**src/rtl/db_stream_feeder.sv**
```systemverilog
// db_stream_feeder: paces 512-bit database words from the memory FIFO into the
// 2-bit/nucleotide shift stage, tracking window position and global offset.
module db_stream_feeder #(
  parameter int DATA_W      = 512,
  parameter int LEN_W       = 32,
  parameter int LOAD_AT     = 245,
  parameter int TAIL_SHIFTS = 245,
  parameter int STALL_CYC   = 2
) (
  input  logic                clk,
  input  logic                rst,
  input  logic                start,
  input  logic [LEN_W-1:0]    dbLen,
  input  logic [DATA_W-1:0]   inData,
  input  logic                inValid,
  output logic                inReady,
  output logic [DATA_W-1:0]   outData,
  output logic                load,
  output logic                shift,
  output logic                dataValid,
  output logic [8:0]          ShiftNo,
  input  logic                stop,
  output logic [LEN_W+7:0]    dbPos,
  output logic                done
);

  // state | meaning
  // IDLE  | waiting for start
  // FETCH | waiting for the first word of the pass
  // RUN   | shifting; next word is taken at ShiftNo == LOAD_AT-1
  // WAITW | at the load point with the FIFO empty
  // STALL | matcher stop in progress, returns to resume_st
  // TAIL  | final word loaded, finishing its plain shifts
  // DONE  | one-cycle done pulse
  typedef enum logic [2:0] {
    S_IDLE, S_FETCH, S_RUN, S_WAITW, S_STALL, S_TAIL, S_DONE
  } state_t;

  localparam logic [7:0]       STALL_LOAD = 8'(STALL_CYC - 1);
  localparam logic [LEN_W+7:0] POS_ONE    = (LEN_W+8)'(1);

  state_t           state, state_nxt, resume_st, stall_dst;
  logic [LEN_W-1:0] words_left;
  logic [7:0]       stall_cnt;
  logic             at_load_pt, have_words, xfer, shift_nxt, stall_go;

  assign at_load_pt = (ShiftNo == 9'(LOAD_AT - 1));
  assign have_words = (words_left != '0);
  assign xfer       = inValid & inReady;
  assign stall_go   = stop & ((state == S_RUN) | (state == S_WAITW) |
                              (state == S_TAIL) | (state == S_STALL));
  // a single-cycle stall needs no STALL visit: the stop cycle itself is the stall
  assign stall_dst  = (STALL_CYC > 1) ? S_STALL : state;

  always_ff @(posedge clk or negedge rst) begin
    if (!rst) state <= S_IDLE;
    else      state <= state_nxt;
  end

  always_comb begin
    state_nxt = state;
    case (state)
      S_IDLE:  if (start) state_nxt = (dbLen == '0) ? S_DONE : S_FETCH;
      S_FETCH: if (xfer) state_nxt = S_RUN;
      S_RUN: begin
        if (stop) state_nxt = stall_dst;
        else if (at_load_pt) begin
          if (!have_words) state_nxt = S_TAIL;
          else if (!xfer)  state_nxt = S_WAITW;
        end
      end
      S_WAITW: begin
        if (stop)      state_nxt = stall_dst;
        else if (xfer) state_nxt = S_RUN;
      end
      S_TAIL: begin
        if (stop)                               state_nxt = stall_dst;
        else if (ShiftNo >= 9'(TAIL_SHIFTS))    state_nxt = S_DONE;
      end
      S_STALL: if (!stop && stall_cnt == 8'd1) state_nxt = resume_st;
      S_DONE:  state_nxt = S_IDLE;
      default: state_nxt = S_IDLE;
    endcase
  end

  always_comb begin
    inReady   = 1'b0;
    shift_nxt = 1'b0;
    if (have_words && !stop)
      inReady = (state == S_FETCH) || (state == S_WAITW) ||
                ((state == S_RUN) && at_load_pt);
    case (state)
      S_RUN:   shift_nxt = !stop && !(at_load_pt && have_words && !xfer);
      S_WAITW: shift_nxt = xfer;
      S_TAIL:  shift_nxt = !stop && (ShiftNo < 9'(TAIL_SHIFTS));
      default: shift_nxt = 1'b0;
    endcase
  end

  always_ff @(posedge clk or negedge rst) begin
    if (!rst) begin
      outData    <= '0;
      load       <= 1'b0;
      shift      <= 1'b0;
      dataValid  <= 1'b0;
      done       <= 1'b0;
      ShiftNo    <= '0;
      dbPos      <= '0;
      words_left <= '0;
      stall_cnt  <= '0;
      resume_st  <= S_IDLE;
    end else begin
      load      <= xfer;
      dataValid <= xfer;
      shift     <= shift_nxt;
      done      <= (state_nxt == S_DONE);
      if (xfer) outData <= inData;

      if (state == S_IDLE && start) words_left <= dbLen;
      else if (xfer)                words_left <= words_left - LEN_W'(1);

      if (xfer)           ShiftNo <= '0;
      else if (shift_nxt) ShiftNo <= ShiftNo + 9'd1;

      if (state == S_IDLE && start) dbPos <= '0;
      else if (shift_nxt)           dbPos <= dbPos + POS_ONE;

      // stop during STALL reloads the timer so the stall restarts
      if (stall_go)               stall_cnt <= STALL_LOAD;
      else if (state == S_STALL)  stall_cnt <= stall_cnt - 8'd1;
      if (stall_go && state != S_STALL) resume_st <= state;
    end
  end

endmodule

```
**config.mk**
```make
export PLATFORM = sky130hd
export DESIGN_NAME = db_stream_feeder
export DESIGN_NICKNAME = d
export VERILOG_FILES = /design/src/rtl/db_stream_feeder.sv
export SDC_FILE = /design/constraint.sdc
export NUM_CORES = 1
export LEC_CHECK = 0
export CAP_MARGIN = 20
export CORE_AREA = 5 5 427 429
export CTS_BUF_LIST = sky130_fd_sc_hd__clkbuf_8
export CTS_CLUSTER_DIAMETER = 50
export DETAILED_ROUTE_END_ITERATION = 8
export DIE_AREA = 0 0 432 434
export PLACE_DENSITY = 0.36
export SLEW_MARGIN = 20
export SYNTH_ARGS = -nofsm -noshare
export SYNTH_HDL_FRONTEND = slang
export SYNTH_SLANG_ARGS = --single-unit
```
**constraint.sdc**
```tcl
create_clock -name clk -period 3.6 [get_ports clk]
set_input_delay 0.72 -clock clk [delete_from_list [all_inputs] [get_ports clk]]
set_output_delay 0.72 -clock clk [all_outputs]
set_load 0.01 [all_outputs]
```
# Word-level counts from Yosys, hierarchy flattened
# Cells that the tools add are included.
[totals] regBits=610 input_bits=549 out_inout_bits=566 elab_cells=73
[classes] addsub=4 order_cmp=2 eq_ne=9 mux=22 bitwise_logic=5 n_reduce_logical=21
[ops] op="$mux W40" n=2
[ops] op="$mux W32" n=2
[ops] op="$add A40 B1 Y40 const B" n=1
[ops] op="$mux W3" n=11
[ops] op="$logic_not A32 Y1" n=1
[ops] op="$reduce_bool A32 Y1" n=1
[ops] op="$sub A32 B1 Y32 const B" n=1
[ops] op="$mux W9" n=2
[ops] op="$pmux W3 S6" n=1
[ops] op="$mux W8" n=2
[ops] op="$add A9 B1 Y9 const B" n=1
[ops] op="$eq A3 B3 Y1 const B" n=3
[ops] op="$eq A9 B8 Y1 const B" n=1
[ops] op="$ge A9 B8 Y1 const B" n=1
[ops] op="$logic_and A1 B1 Y1" n=9
[ops] op="$lt A9 B8 Y1 const B" n=1
[ops] op="$eq A8 B1 Y1 const B" n=1
[ops] op="$reduce_bool A2 Y1" n=4
[ops] op="$sub A8 B1 Y8 const B" n=1
[ops] op="$eq A3 B2 Y1 const B" n=2
[ops] op="$eq A3 B1 Y1 const B" n=1
[ops] op="$logic_not A1 Y1" n=3
[ops] op="$logic_not A3 Y1" n=1
[ops] op="$ne A3 B3 Y1 const B" n=1
[ops] op="5 further kinds" n=9

# Longest topological paths before layout
[logic_depth] word_depth=12 ltp_mapped=12 ltp_nobuf=10

# Worst setup path after synthesis
# No wires, ideal clock.
[synth_timing] path_kind="in2reg" startpoint="input stop" endpoint="register dbPos[35]" t_arrival_ns=2.724 slack_ns=0.798 stages=9 path_buffers=2 cell_sequence="clkbuf_1 nor2_1 nand2_1 or2_4 or3_4 a2111o_1 buf_2 or3_1 a21oi_1"
[synth_between] elab_chain_cells=10
[synth_lines] element="start, declared" line="22" text="input logic stop,"
[synth_lines] element="$logic_not A1 Y1 *" line="89, 93, 95"
[synth_lines] element="$logic_and A1 B1 Y1" line="89" text="if (have_words && !stop)"
[synth_lines] element="$mux W1" line="89"
[synth_lines] element="$and A1 B1 Y1" line="49" text="assign xfer = inValid & inReady;"
[synth_lines] element="$logic_not A1 Y1" line="93" text="S_RUN: shift_nxt = !stop && !(at_load_pt && have_words && !xfer);"
[synth_lines] element="$logic_and A1 B1 Y1" line="93"
[synth_lines] element="$logic_not A1 Y1" line="93"
[synth_lines] element="$logic_and A1 B1 Y1" line="93"
[synth_lines] element="$pmux W1 S3 *" line="92" text="case (state)"
[synth_lines] element="$reduce_bool A2 Y1 (no line) *"
[synth_lines] element="end signal, assigned" line="126" text="else if (shift_nxt) dbPos <= dbPos + POS_ONE;"
[synth_lines] element="end, declared" line="23" text="output logic [LEN_W+7:0] dbPos,"
# Every way passes the cells marked *; elsewhere a longest branch is shown, timed or not.
# A chain may end at the register's enable or synchronous reset.

# Final worst setup path
[layout_timing] startpoint="register words_left[9]" endpoint="output inReady"
[layout_between] elab_chain_cells=3
[layout_lines] element="start, declared" line="43" text="logic [LEN_W-1:0] words_left;"
[layout_lines] element="start signal, assigned" line="119" text="if (state == S_IDLE && start) words_left <= dbLen;"
[layout_lines] element="start signal, assigned" line="120" text="else if (xfer) words_left <= words_left - LEN_W'(1);"
[layout_lines] element="$reduce_bool A32 Y1" line="48" text="assign have_words = (words_left != '0);"
[layout_lines] element="$logic_and A1 B1 Y1" line="89"
[layout_lines] element="$mux W1" line="89"
[layout_lines] element="end, declared" line="16" text="output logic inReady,"
# No other way between the ends.

==> metrics <==
Sw Share 31.25%; Post-layout nets 4525; CTS tree built; Ports 1115; # setup viols final 0; Syn Nets around 3300; number of synthesized flops with an enable pin 0; Hold WC Path Type in2reg; list of most frequent post-synthesis cells nand2_1, dfrtp_1, clkbuf_1, nor2_1, buf_2; sequential share of the synthesized area 61.82%; metal2 WL 69.59 mm; most common cell in the synthesized netlist nand2_1; Fmax achieved 0.2967 GHz; Root Driver clkbuf_8; total CTS buffers 138; vias per cell 3.665; asr flop ratio synth 100.0%; Worst VDD drop 0.0003182 V; Worst Max-Slew Pin Slew 0.7103 ns; Worst R2R End outData[453]$_DFFE_PN0N_; MaxCap Viol Count 0; Sink Count 610; CP Capture Type output port; Synth cell types 65; Post-Route WL 139.8 mm; outcome complete, no violations; unrepaired setup endpoints after global routing no; NetSw about 7.0 mW; largest net degree at the start of global routing between 70 and 80; arrival time worst endpoint ~2.7 ns; initial antenna violation count 39; Synth top area share 61.82%; Cell Count, Final, Fillers Out around 6400; RePlAce Congestion 0.8299; IO buf count between 1000 and 1500; R2R Setup Slk 0.41 ns; first-pass GRT wire length ~190 mm; CP Class reg2out; Final Slew Violations 0; Inst Count DP 6171; DIE HEIGHT approximately 430 um; DR vias 23580; Crit-path slowest cell or4_4; Comb pwr share 24.0%; Pleak 19.75 nW; Starting Density 13.88%; DIE AREA 0.1875 mm^2; Seq pwr share approximately two fifths; Post-Synthesis Cells around 2800; synth warn 0; Reg-to-Reg Start words_left[0]$_DFFE_PN0P_; Netlist Area Pre-Place 0.02469 mm^2; Met3 Wirelength 12.33 mm; HPWL after DPL 108.6 mm; CP max FO 7; Final ANT Viol Nets 0; total power 22.39 mW; total number of H-tree levels 4; setup ws final ~0.23 ns; Worst EP required 2.88 ns; crit-path cells or4_4, nor4_4, and3_4, nor4_2, buf_2; worst stage delay on the critical path 0.57 ns; fin crit share a little over nine tenths; DRC viols 0; area grow syn2layout 70.13%; Register-to-Register Path Depth 12; skew final 0.03750 ns; Area contributors post-synth dfrtp_1, nand2_1, clkbuf_1; core box area around 0.18 mm^2; vias in the first global route about 25000; Hold Startpoint inData[269]; FP Rows 155; drt pass-1 iters 5; crit start category flip-flop; synthesized area per cell 8.901 um^2; Power Internal 15.40 mW; crit path buf inv count 1; layout cell share with drive strength beyond 1 7.969%; Iter 0 DRT Violations 1244; ys flop type dfrtp_1; clock slew at reported path FFs about 0.060 ns; Place WS 0.2875 ns; wire per inst 21.73 um; CTS max path bufs 3; Fin Setup TNS 0 ns; pwr/cell area about 530 mW/mm^2; clock power share between 30% and 40%; DRT met1 WL 53.67 mm; Hold Vio Cnt, Final 0; biggest area consumer among synthesized cells dfrtp_1; Top delay family on crit path simple AND/OR/NAND/NOR gates; top routing layer in use met5; worst skew pair latency 0.86 ns; hold depth 3; Hold EP outData[269]$_DFFE_PN0N_; worst rel slew slack 52.54%; total grt overflow 0; GRT Total Usage 14.34%; Yosys reg bits 610; minimum clock period 3.371 ns; Die Span X around 430 um
==> layer usage <==
layer | vias to the layer above | global-route usage, %
met5 | - | 0
met4 | 8 | 5.363
met3 | 219 | 6.046
met2 | 780 | 24.34
met1 | 11410 | 16.01
li1 | 11160 | -
==> per-stage QoR <==
step           hold slack, ns  instance area, um^2  util (%)
5_1_grt                0.2429                42010     23.62
6_report               0.3733                42010     23.62
3_5_place_dp           0.4608                39030     21.95
2_1_floorplan          0.4244                24690         -
3_3_place_gp           0.4568                39030     21.95
4_1_cts                0.1787                41910     23.57
==> cell families (layout without fill, tap and decap cells) <==
logic type / Yosys count / in the layout / synth area share, %
other: 0 / 13 / 0
xor gates and xnor gates: 50 / 50 / 1.773
DFF: 610 / 610 / 61.82
and+or+nand+nor: 1811 / 1811 / 29.27
buffers and inverters: 165 / 1457 / 2.772
AOI/OAI and AO/OA: 128 / 128 / 3.892
muxes: 3 / 3 / 0.1216
adders and majority gates: 7 / 7 / 0.3547
==> power groups by stage <==
stage	sequential, mW	combinational [mW]	clock, mW
floorplan	9.09	1.43	0
global placement	8.87	5.35	0
detailed placement	8.88	5.33	0
CTS	8.78	5.43	8.68
global route	8.93	5.83	8.96
finish	8.78	5.37	8.25
==> cells in the final DEF (no fill, tap or decap), types with 8 or more instances in the layout <==
cell type        instances
nand2_1               1600
clkdlybuf4s50_1       1112
dfrtp_1                608
clkbuf_8               168
nor2_1                  69
buf_4                   64
inv_1                   55
xnor2_1                 38
o21ai_0                 29
nand3_1                 29
a21oi_1                 25
buf_12                  22
nor4_1                  18
diode_2                 13
and3_1                  13
clkinv_2                13
nor3_1                  12
xor2_1                  12
or3_1                   10
nand4_1                 10
a211oi_1                 9
a221o_1                  9
a2111oi_2                8
==> final cells by class <==
cell class | count | area, um^2
fillers | 19470 | 135800
flip-flops and latches | 610 | 15270
repair buffers | 1201 | 12080
multi-input cells | 1999 | 8783
well taps | 2355 | 2947
clock buffers | 168 | 2312
clock inverters | 69 | 508.0
inverters | 19 | 78.83
diodes | 13 | 32.53
==> sequential cells by signal (all words and copies together) (netlist names), 3 cells and up <==
signal / flops
ShiftNo: 9
dbPos: 40
words_left: 32
state: 3
stall_cnt: 8
outData: 512
resume_st: 3
==> repair_timing <==
item / CTS / global route
pin swaps: 5 / 5
setup endpoints to repair: 1 / 1
buffers inserted: 6 / 6
resized for setup: 10 / 5
hold buffers: 1 / 0
hold endpoints to repair: 50 / 0
==> worst max path at each step <==
stage                                from                     to  slack [ns]  depth (start not counted)
6_report        words_left[9]$_DFFE_PN0P_                inReady        0.23                          5
2_1_floorplan                        stop  dbPos[35]$_DFFE_PN0P_        0.80                          9
3_5_place_dp                         stop  dbPos[35]$_DFFE_PN0P_        0.29                          8
3_3_place_gp                         stop  dbPos[35]$_DFFE_PN0P_        0.31                          8
5_1_grt         words_left[0]$_DFFE_PN0P_                inReady       0.003                          7
4_1_cts        words_left[14]$_DFFE_PN0P_                inReady       0.001                          5
==> worst reg2reg max path, stage by stage (launching register included) <==
cell	delay [ns]
dfrtp_1	0.42
inv_1	0.07
ha_2	0.17
or3b_4	0.40
nor4_4	0.27
buf_4	0.16
buf_4	0.10
nand3_2	0.16
nand2_4	0.19
buf_12	0.29
buf_4	0.67
nand2_1	0.16
nand2_1	0.08
No activity file was read; power rests on OpenSTA's default activity.
